### src/rtl/calc_pkg.sv
// Shared definitions for the postfix calculator front end and the calculator
// itself: token opcodes, the ASCII characters the tokenizer understands, the
// tokenizer state encoding and small character-classification helpers.
package calc_pkg;

  // Tokenizer states. IDLE: between tokens. NEG: a '-' was seen. NUM: digits
  // are being accumulated. HOLD: a push token was just emitted and the
  // delimiter that ended the number waits in hold_ch.
  typedef enum logic [1:0] {
    ST_IDLE = 2'd0,
    ST_NEG  = 2'd1,
    ST_NUM  = 2'd2,
    ST_HOLD = 2'd3
  } tok_state_t;

  typedef enum logic [2:0] {
    CC_OP    = 3'd0,
    CC_SEP   = 3'd1,
    CC_MINUS = 3'd2,
    CC_DIGIT = 3'd3,
    CC_BAD   = 3'd4
  } char_class_t;

  localparam logic [2:0] OP_ADD  = 3'b000;
  localparam logic [2:0] OP_MUL  = 3'b001;
  localparam logic [2:0] OP_LPAR = 3'b010;
  localparam logic [2:0] OP_RPAR = 3'b011;
  localparam logic [2:0] OP_PUSH = 3'b100;
  localparam logic [2:0] OP_EQ   = 3'b101;

  localparam logic [7:0] ASC_PLUS  = 8'h2B;
  localparam logic [7:0] ASC_STAR  = 8'h2A;
  localparam logic [7:0] ASC_LPAR  = 8'h28;
  localparam logic [7:0] ASC_RPAR  = 8'h29;
  localparam logic [7:0] ASC_EQ    = 8'h3D;
  localparam logic [7:0] ASC_MINUS = 8'h2D;
  localparam logic [7:0] ASC_SPACE = 8'h20;
  localparam logic [7:0] ASC_TAB   = 8'h09;
  localparam logic [7:0] ASC_CR    = 8'h0D;
  localparam logic [7:0] ASC_LF    = 8'h0A;
  localparam logic [7:0] ASC_ZERO  = 8'h30;
  localparam logic [7:0] ASC_NINE  = 8'h39;

  function automatic char_class_t classify(input logic [7:0] ch);
    char_class_t cc;
    cc = CC_BAD;
    if (ch >= ASC_ZERO && ch <= ASC_NINE) cc = CC_DIGIT;
    else if (ch == ASC_MINUS) cc = CC_MINUS;
    else if (ch == ASC_SPACE || ch == ASC_TAB || ch == ASC_CR || ch == ASC_LF) cc = CC_SEP;
    else if (ch == ASC_PLUS || ch == ASC_STAR || ch == ASC_LPAR ||
             ch == ASC_RPAR || ch == ASC_EQ) cc = CC_OP;
    return cc;
  endfunction

  // Opcode of a single-character operator; meaningless for other classes.
  function automatic logic [2:0] op_of(input logic [7:0] ch);
    logic [2:0] op;
    op = OP_ADD;
    case (ch)
      ASC_STAR: op = OP_MUL;
      ASC_LPAR: op = OP_LPAR;
      ASC_RPAR: op = OP_RPAR;
      ASC_EQ:   op = OP_EQ;
      default:  op = OP_ADD;
    endcase
    return op;
  endfunction

endpackage

### src/rtl/digit_acc.sv
// Decimal accumulator step: result = base*10 +/- digit, where base is 0 when
// start is set (first digit of a number) and acc otherwise. neg selects a
// negative number, which is built by subtracting each digit.
// Build option TOK_SAT_EN: out-of-range results saturate to the signed
// DATA_W limits and ovf pulses; otherwise the result wraps modulo 2^DATA_W
// and ovf stays 0.
// Ports: acc (current value), digit (0..9), start, neg -> result, ovf.
module digit_acc #(
  parameter int DATA_W = 8
) (
  input  logic [DATA_W-1:0] acc,
  input  logic [3:0]        digit,
  input  logic              start,
  input  logic              neg,
  output logic [DATA_W-1:0] result,
  output logic              ovf
);

`ifdef TOK_SAT_EN
  // Five guard bits hold any value of base*10 +/- 9 without loss.
  localparam int W = DATA_W + 5;

  logic signed [W-1:0] base, times10, dext, sum, maxv, minv;

  assign base    = start ? '0 : {{5{acc[DATA_W-1]}}, acc};
  assign times10 = (base <<< 3) + (base <<< 1);
  assign dext    = {{(W-4){1'b0}}, digit};
  assign sum     = neg ? (times10 - dext) : (times10 + dext);
  assign maxv    = {{6{1'b0}}, {(DATA_W-1){1'b1}}};
  assign minv    = {{6{1'b1}}, {(DATA_W-1){1'b0}}};

  always_comb begin
    ovf    = 1'b0;
    result = sum[DATA_W-1:0];
    if (sum > maxv) begin
      result = {1'b0, {(DATA_W-1){1'b1}}};
      ovf    = 1'b1;
    end else if (sum < minv) begin
      result = {1'b1, {(DATA_W-1){1'b0}}};
      ovf    = 1'b1;
    end
  end
`else
  logic [DATA_W-1:0] base, times10, dext;

  assign base    = start ? '0 : acc;
  assign times10 = (base << 3) + (base << 1);
  assign dext    = {{(DATA_W-4){1'b0}}, digit};
  assign result  = neg ? (times10 - dext) : (times10 + dext);
  assign ovf     = 1'b0;
`endif

endmodule

### src/rtl/expr_tokenizer.sv
// Lexer for the postfix calculator: turns an ASCII character stream into
// calculator tokens (operators, '=', and signed push operands).
// Build option TOK_SAT_EN (in digit_acc): saturate oversized numbers and
// flag err instead of wrapping.
// Ports: clk, rst (async, active high); char_in/char_valid/char_ready input
// stream; tok_opcode/tok_operand/tok_valid/tok_ready token stream; err sticky
// error flag; dbg_state current FSM state.
// Handshake: both streams transfer on a cycle where valid && ready are high
// at the rising edge; a presented token stays unchanged until it transfers.
module expr_tokenizer
  import calc_pkg::*;
#(
  parameter int DATA_W = 8
) (
  input  logic              clk,
  input  logic              rst,
  input  logic [7:0]        char_in,
  input  logic              char_valid,
  output logic              char_ready,
  output logic [2:0]        tok_opcode,
  output logic [DATA_W-1:0] tok_operand,
  output logic              tok_valid,
  input  logic              tok_ready,
  output logic              err,
  output tok_state_t        dbg_state
);

  tok_state_t        state_q, state_d;
  logic [DATA_W-1:0] acc_q, acc_next;
  logic              neg_q;
  logic [7:0]        hold_ch;
  logic              char_acc, tok_take, acc_ovf;
  char_class_t       cls, hcls;

  logic              tok_load, err_set, acc_en, acc_start, acc_neg, hold_load;
  logic [2:0]        tok_op_d;
  logic [DATA_W-1:0] tok_val_d;

  assign char_ready = (state_q != ST_HOLD) && (!tok_valid || tok_ready);
  assign char_acc   = char_valid && char_ready;
  assign tok_take   = tok_valid && tok_ready;
  assign cls        = classify(char_in);
  assign hcls       = classify(hold_ch);
  assign dbg_state  = state_q;

  digit_acc #(.DATA_W(DATA_W)) u_acc (
    .acc    (acc_q),
    .digit  (char_in[3:0]),
    .start  (acc_start),
    .neg    (acc_neg),
    .result (acc_next),
    .ovf    (acc_ovf)
  );

  // State register
  always_ff @(posedge clk or posedge rst) begin
    if (rst) state_q <= ST_IDLE;
    else     state_q <= state_d;
  end

  // Next-state logic
  always_comb begin
    state_d = state_q;
    case (state_q)
      ST_IDLE: if (char_acc) begin
        if (cls == CC_MINUS)      state_d = ST_NEG;
        else if (cls == CC_DIGIT) state_d = ST_NUM;
      end
      ST_NEG: if (char_acc) begin
        // A second '-' is itself a fresh sign candidate.
        if (cls == CC_DIGIT)      state_d = ST_NUM;
        else if (cls != CC_MINUS) state_d = ST_IDLE;
      end
      ST_NUM: if (char_acc) begin
        if (cls == CC_BAD)        state_d = ST_IDLE;
        else if (cls != CC_DIGIT) state_d = ST_HOLD;
      end
      ST_HOLD: if (tok_take) begin
        state_d = (hcls == CC_MINUS) ? ST_NEG : ST_IDLE;
      end
      default: state_d = ST_IDLE;
    endcase
  end

  // Output / datapath control
  always_comb begin
    tok_load  = 1'b0;
    tok_op_d  = OP_ADD;
    tok_val_d = '0;
    err_set   = 1'b0;
    acc_en    = 1'b0;
    acc_start = 1'b0;
    acc_neg   = neg_q;
    hold_load = 1'b0;
    case (state_q)
      ST_IDLE: if (char_acc) begin
        if (cls == CC_OP) begin
          tok_load = 1'b1;
          tok_op_d = op_of(char_in);
        end else if (cls == CC_DIGIT) begin
          acc_en    = 1'b1;
          acc_start = 1'b1;
          acc_neg   = 1'b0;
        end else if (cls == CC_BAD) begin
          err_set = 1'b1;
        end
      end
      ST_NEG: if (char_acc) begin
        if (cls == CC_DIGIT) begin
          acc_en    = 1'b1;
          acc_start = 1'b1;
          acc_neg   = 1'b1;
        end else begin
          // Dangling sign; the character itself is handled as from IDLE.
          err_set = 1'b1;
          if (cls == CC_OP) begin
            tok_load = 1'b1;
            tok_op_d = op_of(char_in);
          end
        end
      end
      ST_NUM: if (char_acc) begin
        if (cls == CC_DIGIT) begin
          acc_en  = 1'b1;
          err_set = acc_ovf;
        end else begin
          // Any non-digit ends the number. A bad character still flags err
          // and is dropped; a real delimiter is parked until the push leaves.
          tok_load  = 1'b1;
          tok_op_d  = OP_PUSH;
          tok_val_d = acc_q;
          err_set   = (cls == CC_BAD);
          hold_load = (cls != CC_BAD);
        end
      end
      ST_HOLD: if (tok_take && hcls == CC_OP) begin
        tok_load = 1'b1;
        tok_op_d = op_of(hold_ch);
      end
      default: ;
    endcase
  end

  // Datapath and token register
  always_ff @(posedge clk or posedge rst) begin
    if (rst) begin
      acc_q       <= '0;
      neg_q       <= 1'b0;
      hold_ch     <= 8'h00;
      tok_valid   <= 1'b0;
      tok_opcode  <= OP_ADD;
      tok_operand <= '0;
      err         <= 1'b0;
    end else begin
      if (acc_en) acc_q <= acc_next;
      if (acc_en && acc_start) neg_q <= acc_neg;
      if (hold_load) hold_ch <= char_in;
      if (tok_load) begin
        tok_valid   <= 1'b1;
        tok_opcode  <= tok_op_d;
        tok_operand <= tok_val_d;
      end else if (tok_take) begin
        tok_valid <= 1'b0;
      end
      if (err_set) err <= 1'b1;
    end
  end

endmodule

### config.mk
export PLATFORM = sky130hd
export DESIGN_NAME = expr_tokenizer
export DESIGN_NICKNAME = d
export VERILOG_FILES = /design/src/rtl/calc_pkg.sv /design/src/rtl/digit_acc.sv /design/src/rtl/expr_tokenizer.sv
export SDC_FILE = /design/constraint.sdc
export NUM_CORES = 1
export LEC_CHECK = 0
export ABC_AREA = 1
export CAP_MARGIN = 5
export CORE_UTILIZATION = 30
export DETAILED_ROUTE_END_ITERATION = 6
export PLACE_DENSITY = 0.53
export SKIP_LAST_GASP = 1
export SLEW_MARGIN = 25
export SYNTH_ARGS = -nofsm -noshare
export SYNTH_HDL_FRONTEND = slang
export SYNTH_HIERARCHICAL = 1
export SYNTH_SLANG_ARGS = --single-unit
### constraint.sdc
create_clock -name clk -period 3.17 [get_ports clk]
set_clock_uncertainty 0.1 [all_clocks]
set_input_delay 0.317 -clock clk [delete_from_list [all_inputs] [get_ports clk]]
set_output_delay 0.317 -clock clk [all_outputs]
set_load 0.02 [all_outputs]
==> reports/results.txt, run 1 <==
The flow ran to the end, and the final reports show no timing, DRC or antenna violations. The logs give 348.5 MHz for the maximum frequency from static timing analysis and 0.111 for the part of the total power dissipated in the clock network. The logs give 0.001364 W for the power dissipated by switching net loads and 0.1556 for the global router's overall resource usage. The timing startpoint of the critical path was dbg_state[1]. Share of flip-flops with an asynchronous set or reset: 1.000. The critical path data arrival time is 2.91 ns.

Sorting the synthesized cells by area gives the leading types as dfrtp_1 (33%), nand2_1 (17%), inv_1 (8.4%), ha_1 (6.2%), nand3_1 (5.6%). Number of fillers in the final layout: 818. The first global-routing pass estimated 10570 um of wire. Met2 usage: 0.2407. For the global routing usage on met3, the log shows 0.01741.

The level count of the clock H-tree was 2; the chip width was 91.86 um. The count of boundary I/O pins is 28, and the proportion of synthesized chip area in sequential cells is 0.3306. For the buffer depth of the longest clock path, the log shows 2. The number of clock buffers added by TritonCTS is 5.

Worst-margin pin slew: 0.7256 ns. The initial core utilization was 0.3119; the area of the die was 8437 um^2. The largest voltage drop on the vdd net was 203.2 uV. Max-cap violations in this run came to 0. The final max-slew violation count came out at 0. The final number of hold-violating endpoints is 0, and the sequential share of power is 0.222.

The capture instance of the worst register-to-register path is acc_q[4]. For this run, the leading register cell type out of synthesis is dfrtp_1. The number of placement rows is 32, and the detailed-router iteration count before antenna repair is 4. The worst setup path is captured at a flip-flop. TritonCTS built the clock tree. The yosys synthesis warning count is 6.

The final route contains 2394 vias. The critical path ends at acc_q[4]. The tools report the number of placed cells counting well taps as 519.

The area overhead of the layout relative to synthesis is 32.23%, and the post-route clock period utilization is 0.9052. The post-detailed-routing wire length was 6013 um. In this run the mean area of a mapped cell was 6.747 um^2. At the later pin of the worst-skew pair, clock insertion delay measures 0.29 ns.

Counting every sink on the clock net gives 32. For this run, the post-layout net count is 449. In this run the critical register-to-register path is launched from dbg_state[1].

Measured along the y axis, the die boundary spans 91.86 um. In the final routed layout, each cell accounts on average for 11.41 um. The multi-input combinational cells in the finished layout cover a total of 1416 um^2. Summed over all cells, the static leakage comes to 1.728 nW. Synthesis produced a netlist with a net count of 384. The setup fix buffers added after clock tree synthesis was 0.

After detailed routing, the number of vias per cell comes to 4.543. The count of cells in the finished layout, fillers not included, comes to 527. The detail route stage leaves a number of antenna-violating nets equal to 0. The tools report the gate count after technology mapping as 359.

The switching share of total power was 0.4557. Setup violations remaining at the end of the flow were counted as 0. The portion of total power attributed to combinational logic was 0.667; the number of distinct library cells after synthesis was 36. The share of the synthesized area in the top cell type is 0.3306, and the remaining design rule violation count is 0.

For the total standard cell area after synthesis, the log shows 2422 um^2. The worst min-delay path class is primary input to async pin. The first routing iteration left 132 violations. After routing, the total negative slack on setup checks comes to 0 ns.

For flop-to-flop paths, the worst setup slack is 0.30 ns. The fraction of layout cells with a size suffix above 1 is 0.1835, and the register bit total from synthesis is 32. The total area inside the core boundary comes to 7767 um^2. For the data required time at the worst endpoint, the log shows 3.21 ns. The via count of the first global-routing pass was 2250; the post-placement worst setup slack was -0.1246 ns. The clock slew at the register clock pins of the worst setup and hold paths was 0.07 ns. The initial antenna violation count was 0; the maximum fanout along the worst path was 6.

Cell internal power was estimated by the tool at 0.001630 W. Number of flops mapped to enable cells by yosys: 0. Setup repair after global routing left no endpoint under its margin. The worst setup path is launched from a flip-flop.

The logs give 0.2247 for the met1 routing resource usage after global routing and 0 for the number of diodes added for antenna fixing. The tree is rooted in a clkbuf_8. Final weighted congestion in routability-driven placement: 0.8727. The areal power density over the cells came out at 934.8 nW/um^2. Global routing finished with a remaining overflow of 0. Setup slack on the critical path of the routed design comes to 0.3004 ns. The pin count of the biggest net entering global routing came out at 33. Buffers placed on the I/O ports in this run total 27.

The shortest period the worst path allows is 2.870 ns, and the number of buffers inserted for hold repair after clock tree synthesis is 0. The setup path with the least slack is of type flip-flop to flip-flop. The run gives 0.5162 as the normalized max-slew margin.

The sequential cells in the finished layout cover a total of 800.8 um^2. The largest total area in the synthesized netlist belongs to dfrtp_1. The layer with the highest usage was met2.

The sum of net half-perimeters after detailed placement was 4817 um. The completed layout was analyzed and its total power is 0.002994 W. The depth of the most critical reg-to-reg path came out at 16.
cell families after synthesis:
logic type,share of synthesized area
xor gates and xnor gates,0.01808
adders and majority gates,0.07025
and+or+nand+nor,0.3662
buffers and inverters,0.1090
AOI/OAI and AO/OA,0.1043
other,0.001548
DFF,0.3306
per-stage QoR:
step,utilization,hold slack [ns],instance area [um^2]
floorplan,-,0.3332,2426
CTS,0.4053,0.3282,3148
detailed placement,0.3934,0.3538,3055
finish,0.4124,0.3097,3203
global route,0.4124,0.3641,3203
global placement,0.3934,0.3491,3055
repair_timing:
item	in CTS	in global routing
hold endpoints to repair	0	0
setup endpoints to repair	0	4
gates resized for setup	0	11
synthesized netlist by cell type, types with 2 or more instances:
cell type	instances
nand2_1	107
inv_1	54
nor2_1	33
dfrtp_1	32
nand3_1	27
o21ai_1	16
a21oi_1	13
ha_1	12
o21ai_0	10
inv_2	8
nand4_1	5
nor2_2	5
nand2_2	4
xor2_1	4
nand3_2	3
nor3_1	3
a31oi_1	2
buf_4	2
nand3b_1	2
cell type report:
class | instances | area share
Multi-Input combinational cell | 261 | 0.4422
Inverter | 62 | 0.07266
Tap cell | 102 | 0.03984
Timing Repair Buffer | 62 | 0.1664
Clock inverter | 2 | 0.003125
Clock buffer | 6 | 0.02578
Sequential cell | 32 | 0.2500
routing by layer:
metal  vias up  share of wire
met2        40           0.43
met4         0          0.013
met3         6          0.027
li1       1256              -
met1      1092           0.53
met5         -              0
power by group through the flow:
stage               Clock (W)  Sequential (W)  Combinational (W)
global placement            0        0.000666            0.00192
global route         0.000357        0.000684            0.00228
finish               0.000333        0.000663            0.00200
floorplan                   0        0.000768            0.00110
CTS                  0.000343        0.000666            0.00194
detailed placement          0        0.000672            0.00193
worst min path at each step:
stage                          start              to  slack (ns)  cells after the start
after global routing             rst  tok_operand[4]        0.36                      3
after global placement    hold_ch[6]      hold_ch[6]        0.35                      2
final                            rst  tok_operand[6]        0.31                      3
after detailed placement  hold_ch[6]      hold_ch[6]        0.35                      2
after CTS                        rst  tok_operand[6]        0.33                      3
after floorplan                  rst        acc_q[0]        0.33                      1
state kept, by name, indices dropped and copies added, names as in the netlist:
| signal | count |
|---|---|
| hold_ch | 8 |
| neg_q | 1 |
| acc_q | 8 |
| tok_opcode | 3 |
| tok_valid | 1 |
| tok_operand | 8 |
| err | 1 |
| dbg_state | 2 |
worst max-delay path, cell delays in order (launching register included):
cell     delay (ns)
dfrtp_1        0.39
buf_4          0.15
inv_1          0.09
ha_2           0.24
inv_1          0.11
a21oi_4        0.17
nor2_1         0.09
ha_1           0.35
ha_4           0.32
inv_1          0.05
a31oi_1        0.16
nand2_1        0.10
xor2_1         0.15
nand2_1        0.05
nand2_1        0.05
nor2_1         0.09
a21oi_1        0.05
cell usage in the layout, fill, tap and decap left out, types with 6 or more instances in the layout:
master           instances
clkbuf_8                 6
inv_1                   53
o21ai_0                 10
buf_4                   35
clkdlybuf4s50_1         27
nand3_1                 26
ha_1                     9
dfrtp_1                 32
o21ai_1                 16
a21oi_1                 12
nand2_1                107
nor2_1                  32
inv_2                    9
Power figures use the tool's default switching activity.
==> run 2: changes to the inputs <==
==> constraint.sdc (replaced) <==
create_clock -name clk -period 3.17 [get_ports clk]
set_clock_uncertainty 0.1 [all_clocks]
set_input_delay 0.634 -clock clk [delete_from_list [all_inputs] [get_ports clk]]
set_output_delay 0.634 -clock clk [all_outputs]
set_load 0.02 [all_outputs]
==> run 2 against run 1 <==
Net effect:
- fmax decreased by 1.4%
- utilization increased by 1.8 points
- design area increased by 4.4%
- sequential power barely moved
- register-to-register slack got worse by 0.04 ns
- clock power is 2% higher
==> reports/results.txt, run 2 (synthesized netlist as in run 1, its figures left out) <==
In this run the number of H-tree levels came out at 2. The via count of the first global-routing pass was 2362; the largest voltage drop on the vdd net was 286.7 uV. The worst hold path begins at hold_ch[7]. The flop-to-flop setup slack is 0.26 ns. Data arrives at the worst endpoint at 2.97 ns. For the worst setup path, the data required time is 3.23 ns.

The smallest clock period supported by the final layout is computed as 2.910 ns. The tools report the final weighted congestion in routability-driven placement as 0.8594. In the layout the commonest cells are nand2_1 (102), inv_1 (51), buf_4 (44), dfrtp_1 (32), nor2_1 (29). The maximum fanout along the worst path works out to 6. The number of I/O port buffers is 27. The min-delay analysis places its worst path in the category flip-flop to flip-flop.

The path with the worst hold slack has its endpoint at hold_ch[7]. The largest registers in the layout are acc_q x8, hold_ch x8, tok_operand x8. The logs give 0 for the initial antenna violation count and 5 for the number of clock buffers inserted by TritonCTS. The tools report the initial core utilization as 0.3119. Clock latency on the worst-skew pair, taken at its later pin, is 0.30 ns. The most critical setup path has its startpoint at dbg_state[1]. The per-cell routed wire length is 11.55 um. The clock slew at the register clock pins of the worst setup and hold paths is 0.08 ns.

For this block, the initial DRC count from the detailed router was 85. For the number of diodes added for antenna fixing, the log shows 0. The first global-routing pass estimated 10860 um of wire. For this run, the top clock speed supported by timing is 343.7 MHz. Detailed placement ended at an HPWL of 4871 um. The overall overflow remaining after global route is 0. The tools report the final max-slew violation count as 0. Setup repair after global routing left no endpoint under its margin.

The global router's overall resource usage is 0.1610, and the fraction of layout cells with a size suffix above 1 is 0.2345. The initialized floorplan defines 32 standard-cell rows. The chip width was 91.86 um; the count of nets left with antenna violations after detail routing was 0. The number of placed cells counting well taps came out at 522.

The tools report the type of element launching the critical path as a flip-flop. In this run the count of I/O pins placed on the die edge is 28. The depth of the most critical reg-to-reg path is 17. Detailed routing inserted a total of 2433 vias. Setup violations remaining at the end of the flow were counted as 0.

The finished layout holds 537 standard cells, fillers aside. The tree is rooted in a clkbuf_8. The critical path class is flip-flop to flip-flop. TritonCTS built the clock tree.

The analysis attributes to cell leakage a power of 1.861 nW. The run finished with clean final reports. The utilization after layout came out at 0.4304. The worst register-to-register path ends at acc_q[4].

The number of vias per cell is 4.531, and the remaining design rule violation count is 0. The routed design has 6200 um of wire. The post-route clock period utilization was 0.9178; the worst-margin pin slew was 0.7102 ns. The buffer depth of the longest clock path is 2, and the areal power density over the cells is 945.7 nW/um^2. Cell depth of the worst hold path: 2. The tools report the type of destination of the critical path as a flip-flop.

The area overhead of the layout relative to synthesis is 38.02%, and the area of the die is 8437 um^2. The first TritonRoute pass finished after 4 iterations. The area of the placeable core came out at 7767 um^2.

Leaving out fill and tap cells, the most frequent cell in the layout is nand2_1. The final-stage net count is 459. For the number of sinks on the clock net, the log shows 32. The normalized max-slew margin is 0.5265.

The die boundary height works out to 91.86 um. The worst reg2reg path startpoint was dbg_state[1]. The final number of hold-violating endpoints was 0. The logs give 0 for the count of maximum capacitance violations and 33 for the pin count of the biggest net entering global routing.
==> run 2: cell types whose count changed in the layout (fill, tap and decap cells not counted), sizes merged <==
| cell | change |
|---|---|
| buf | +10 |
| clkdlybuf4s50 | -9 |
| dlymetal6s2s | +9 |
==> run 2: worst max-delay path by stage <==
stage / endpoint / slack (ns) / cells past startpoint
5_1_grt: acc_q[6] / 0.05 / 21
4_1_cts: acc_q[6] / 0.005 / 20
6_report: acc_q[4] / 0.26 / 17
2_1_floorplan: acc_q[4] / 0.09 / 18
3_3_place_gp: acc_q[6] / -0.38 / 19
3_5_place_dp: acc_q[6] / -0.47 / 19
==> run 2: worst max-delay path, cell delays in order (launching register included) <==
cell,delay (ns)
dfrtp_1,0.38
buf_4,0.15
inv_1,0.09
ha_2,0.23
inv_1,0.11
a21oi_4,0.20
nor2_2,0.07
ha_1,0.34
ha_4,0.31
inv_1,0.05
a31oi_1,0.12
nand2_1,0.09
buf_4,0.14
xor2_1,0.13
nand2_1,0.05
nand2_1,0.05
nor2_1,0.10
a21oi_1,0.05
==> run 2: layout make-up <==
cell class                      instances  area, um^2
Inverter                               62       232.7
Tap cell                              102       127.6
Multi-Input combinational cell        261        1455
Fill cell                             833        4424
Timing Repair Buffer                   72       634.4
Clock buffer                            6       82.58
Clock inverter                          2       10.01
Sequential cell                        32       800.8
==> run 2: metrics by stage <==
stage / total power (W) / area (um^2) / hold slack (ns) / TNS [ns] / setup slack [ns]
floorplan: 0.001870 / 2426 / 0.3368 / 0 / 0.08794
global placement: 0.002590 / 3078 / 0.3504 / -1.633 / -0.3793
detailed placement: 0.002604 / 3078 / 0.3617 / -2.086 / -0.4651
CTS: 0.003022 / 3221 / 0.3780 / 0 / 0.005417
global route: 0.003484 / 3343 / 0.4083 / 0 / 0.04633
finish: 0.003162 / 3343 / 0.3738 / 0 / 0.2604
==> run 2: metal layers <==
layer,share of wire,track usage
met1,0.52,0.2211
met2,0.44,0.2600
met3,0.023,0.01575
met4,0.016,0.06250
met5,0,0
==> run 2: power by group <==
| group | switching [W] | total, W | leakage [nW] | internal [W] |
|---|---|---|---|---|
| Sequential | 0.000101 | 0.000666 | 0.359 | 0.000565 |
| Clock | 0.000165 | 0.000338 | 0.0510 | 0.000173 |
| Combinational | 0.00116 | 0.00216 | 1.45 | 0.000999 |
==> run 2: timing repair <==
action	4_1_cts	5_1_grt
pin swaps	4	19
hold buffers	0	0
gates resized for setup	7	28
setup buffers	1	6
setup endpoints to repair	4	5
==> run 3: changes to the inputs <==
- SETUP_SLACK_MARGIN: unset -> 0.1
==> run 3 against run 2 <==
Net effect:
- clock-buffer cell count decreased by 1
- first-iteration DRC count increased by 18%
- total power increased by 3.9%
- critical endpoint is now acc_q[5]
- fmax increased by 2.1%
- sequential share of layout area decreased by 0.25 points
- design area increased by 1.0%
- largest cell class unchanged
- cell count decreased by 0.37%
- die area unchanged
- clock power increased by 19%
- wire length increased by 2.4%
- via count decreased by 1.7%
- sequential power about the same
==> reports/results.txt, run 3 (synthesized netlist as in run 1, its figures left out) <==
The flow ran to the end, and the final reports show no timing, DRC or antenna violations. STA puts the critical path data required time at 3.29 ns. The pin count of the biggest net entering global routing is 33. For the worst setup path, the data arrival time is 2.97 ns.

Pin placement for this block handled 28 I/O pins. The tools report the type of destination of the critical path as a flip-flop. The initial core utilization is 0.3119, and the buffer depth of the longest clock path is 2. Along the worst path, the maximum fanout reaches 4.

The final weighted congestion in routability-driven placement is 0.8564. STA classifies the critical path startpoint as a primary input. In this run the register-to-register setup slack is 0.37 ns.

The largest registers in the layout are acc_q x8, hold_ch x8, tok_operand x8. The filler cells instantiated in the layout total 820. Area overhead of the layout relative to synthesis: 39.46%.

For this block, the via count after detailed routing is 2391. The logs give 0.675 for the portion of total power attributed to combinational logic and 4938 um for the sum of net half-perimeters after detailed placement. The area of the placeable core was 7767 um^2; the fraction of layout cells with a size suffix above 1 was 0.2494.

The global router's overall resource usage is 0.1641. For hold timing, the worst endpoint is hold_ch[7]. In this run the critical register-to-register path is launched from dbg_state[0]. The per-cell routed wire length was 11.87 um. The post-detailed-routing wire length is 6351 um. Registers take 800.8 um^2. The post-route clock period utilization came out at 0.8985. The final-stage net count is 457.

The capture instance of the worst register-to-register path was acc_q[5]. In this run the number of H-tree levels came out at 2. The area taken by multi-input logic gates is 1504 um^2, and the number of sinks on the clock net is 32. The worst-margin pin slew works out to 0.7156 ns. The number of vias per cell was 4.469. The most frequent standard cell in the layout excluding fill and tap cells was nand2_1.

The depth of the most critical reg-to-reg path works out to 20. Summing internal, switching and leakage power gives 0.003286 W. Start point of the worst hold path: hold_ch[7]. Dividing total power by cell area gives a power density of 972.6 nW/um^2.

Final max-slew violation count: 0. The tools report the part of the total power dissipated in the clock network as 0.122. The cell sitting at the root of the clock tree is a clkbuf_8. For the initial antenna violation count, the log shows 0.

For the detailed-router iteration count before antenna repair, the log shows 4. The switching share of total power works out to 0.4490. Summed over all layers, the global routing overflow is 0.

Cell internal power dissipation: 0.001811 W. Setup repair after global routing left no endpoint under its margin. The top cell types in the final layout, fill and taps aside, are nand2_1 (101), inv_1 (50), buf_4 (41), dfrtp_1 (32), nor2_1 (28).

The via count of the first global-routing pass was 2377. From left edge to right edge, the die measures 91.86 um. TritonCTS built the clock tree. In this run the worst hold path is classified as flip-flop to flip-flop.

The number of diodes added for antenna fixing was 0. The count of maximum capacitance violations is 0. The maximum frequency from static timing analysis was 351.1 MHz. The first global-routing pass estimated 11160 um of wire.

The run gives 0.4349 as the utilization after layout. In this run, the number of DRC markers left after iteration 0 of detailed routing was 100. The number of clock buffers inserted by TritonCTS was 5.

The normalized max-slew margin is 0.5229, and the number of placement rows is 32. The critical path class is primary input to flip-flop. Summed over all cells, the static leakage comes to 1.826 nW. The clock latency of the later-clocked register in the worst-skew pair is 0.30 ns, and the clock slew at the register clock pins of the worst setup and hold paths is 0.07 ns. The shortest period the worst path allows is 2.848 ns, and the area of the die is 8437 um^2. Cell depth of the worst hold path: 2. The largest voltage drop on the vdd net was 294.9 uV.

The sequential share of power is 0.203, and the remaining design rule violation count is 0. The run gives 0 as the final number of hold-violating endpoints. In this run the power spent charging and discharging nets is 0.001475 W. The die boundary height is 91.86 um, and the number of I/O port buffers is 27.

The run gives 0 ns as the sum of negative setup slack. Once detail routing completed, the nets flagged for antenna violations numbered 0. The number of failing setup endpoints in the final timing report was 0.
run 3: cell types whose count changed in the layout (fill, tap and decap cells not counted), moves of 2 or more:
cell	previous run	this run
dlymetal6s2s_1	9	5
ha_4	2	6
buf_4	44	41
ha_1	8	5
clkbuf_2	0	2
nor2_2	7	9
run 3: power groups by stage:
stage / Combinational (W) / Sequential, W / Clock [W]
floorplan: 0.00112 / 0.000768 / 0
global placement: 0.00198 / 0.000668 / 0
detailed placement: 0.00198 / 0.000673 / 0
CTS: 0.00209 / 0.000667 / 0.000414
global route: 0.00250 / 0.000688 / 0.000427
finish: 0.00222 / 0.000666 / 0.000401
run 3: cell type report:
| class | instances | share of cell area |
|---|---|---|
| clock buffers | 5 | 0.02037 |
| clock inverters | 3 | 0.01259 |
| inverters | 62 | 0.06889 |
| multi-input cells | 261 | 0.4452 |
| flip-flops and latches | 32 | 0.2370 |
| well taps | 102 | 0.03778 |
| repair buffers | 70 | 0.1781 |
run 3: per-stage QoR:
stage / worst slack (ns) / cell area [um^2] / std cells / hold slack (ns)
floorplan: 0.1571 / 2439 / 359 / 0.3368
CTS: 0.1101 / 3299 / 533 / 0.3710
finish: 0.3217 / 3378 / 535 / 0.3688
detailed placement: -0.3606 / 3098 / 523 / 0.3541
global placement: -0.3212 / 3098 / 523 / 0.3489
global route: 0.1049 / 3378 / 535 / 0.4107
run 3: worst max-delay path by stage:
stage | startpoint | to | slack [ns] | cells after the start
6_report | char_in[4] | acc_q[5] | 0.32 | 21
5_1_grt | char_in[4] | acc_q[7] | 0.10 | 22
4_1_cts | char_in[1] | acc_q[6] | 0.11 | 18
3_5_place_dp | char_in[5] | acc_q[6] | -0.36 | 19
3_3_place_gp | char_in[5] | acc_q[4] | -0.32 | 18
2_1_floorplan | char_in[6] | acc_q[4] | 0.16 | 18
run 3: metal layers:
layer	track usage	part of all wire	vias to the layer above
met5	0	0	-
met4	0.05078	0.013	0
met3	0.01493	0.020	6
met2	0.2606	0.43	37
met1	0.2345	0.53	1079
li1	-	-	1269
run 3: timing repair:
action,CTS,global route
resized for setup,22,24
setup buffers,2,2
endpoints found under the setup margin,4,6
pin swaps,15,14
hold buffers,0,0
run 3: critical path, stage by stage:
cell           delay, ns
dlygate4sd2_1       0.22
nand2_2             0.07
nor2_4              0.14
nand2_4             0.07
nor2_4              0.09
inv_2               0.05
a21oi_4             0.18
inv_2               0.08
nand2_1             0.09
nand2_1             0.07
and2_4              0.15
ha_4                0.28
inv_1               0.05
nor2_1              0.08
nand2_1             0.05
nand2_1             0.07
nor2_1              0.04
nor2_1              0.12
xor2_1              0.21
nor2_1              0.07
a21oi_1             0.13
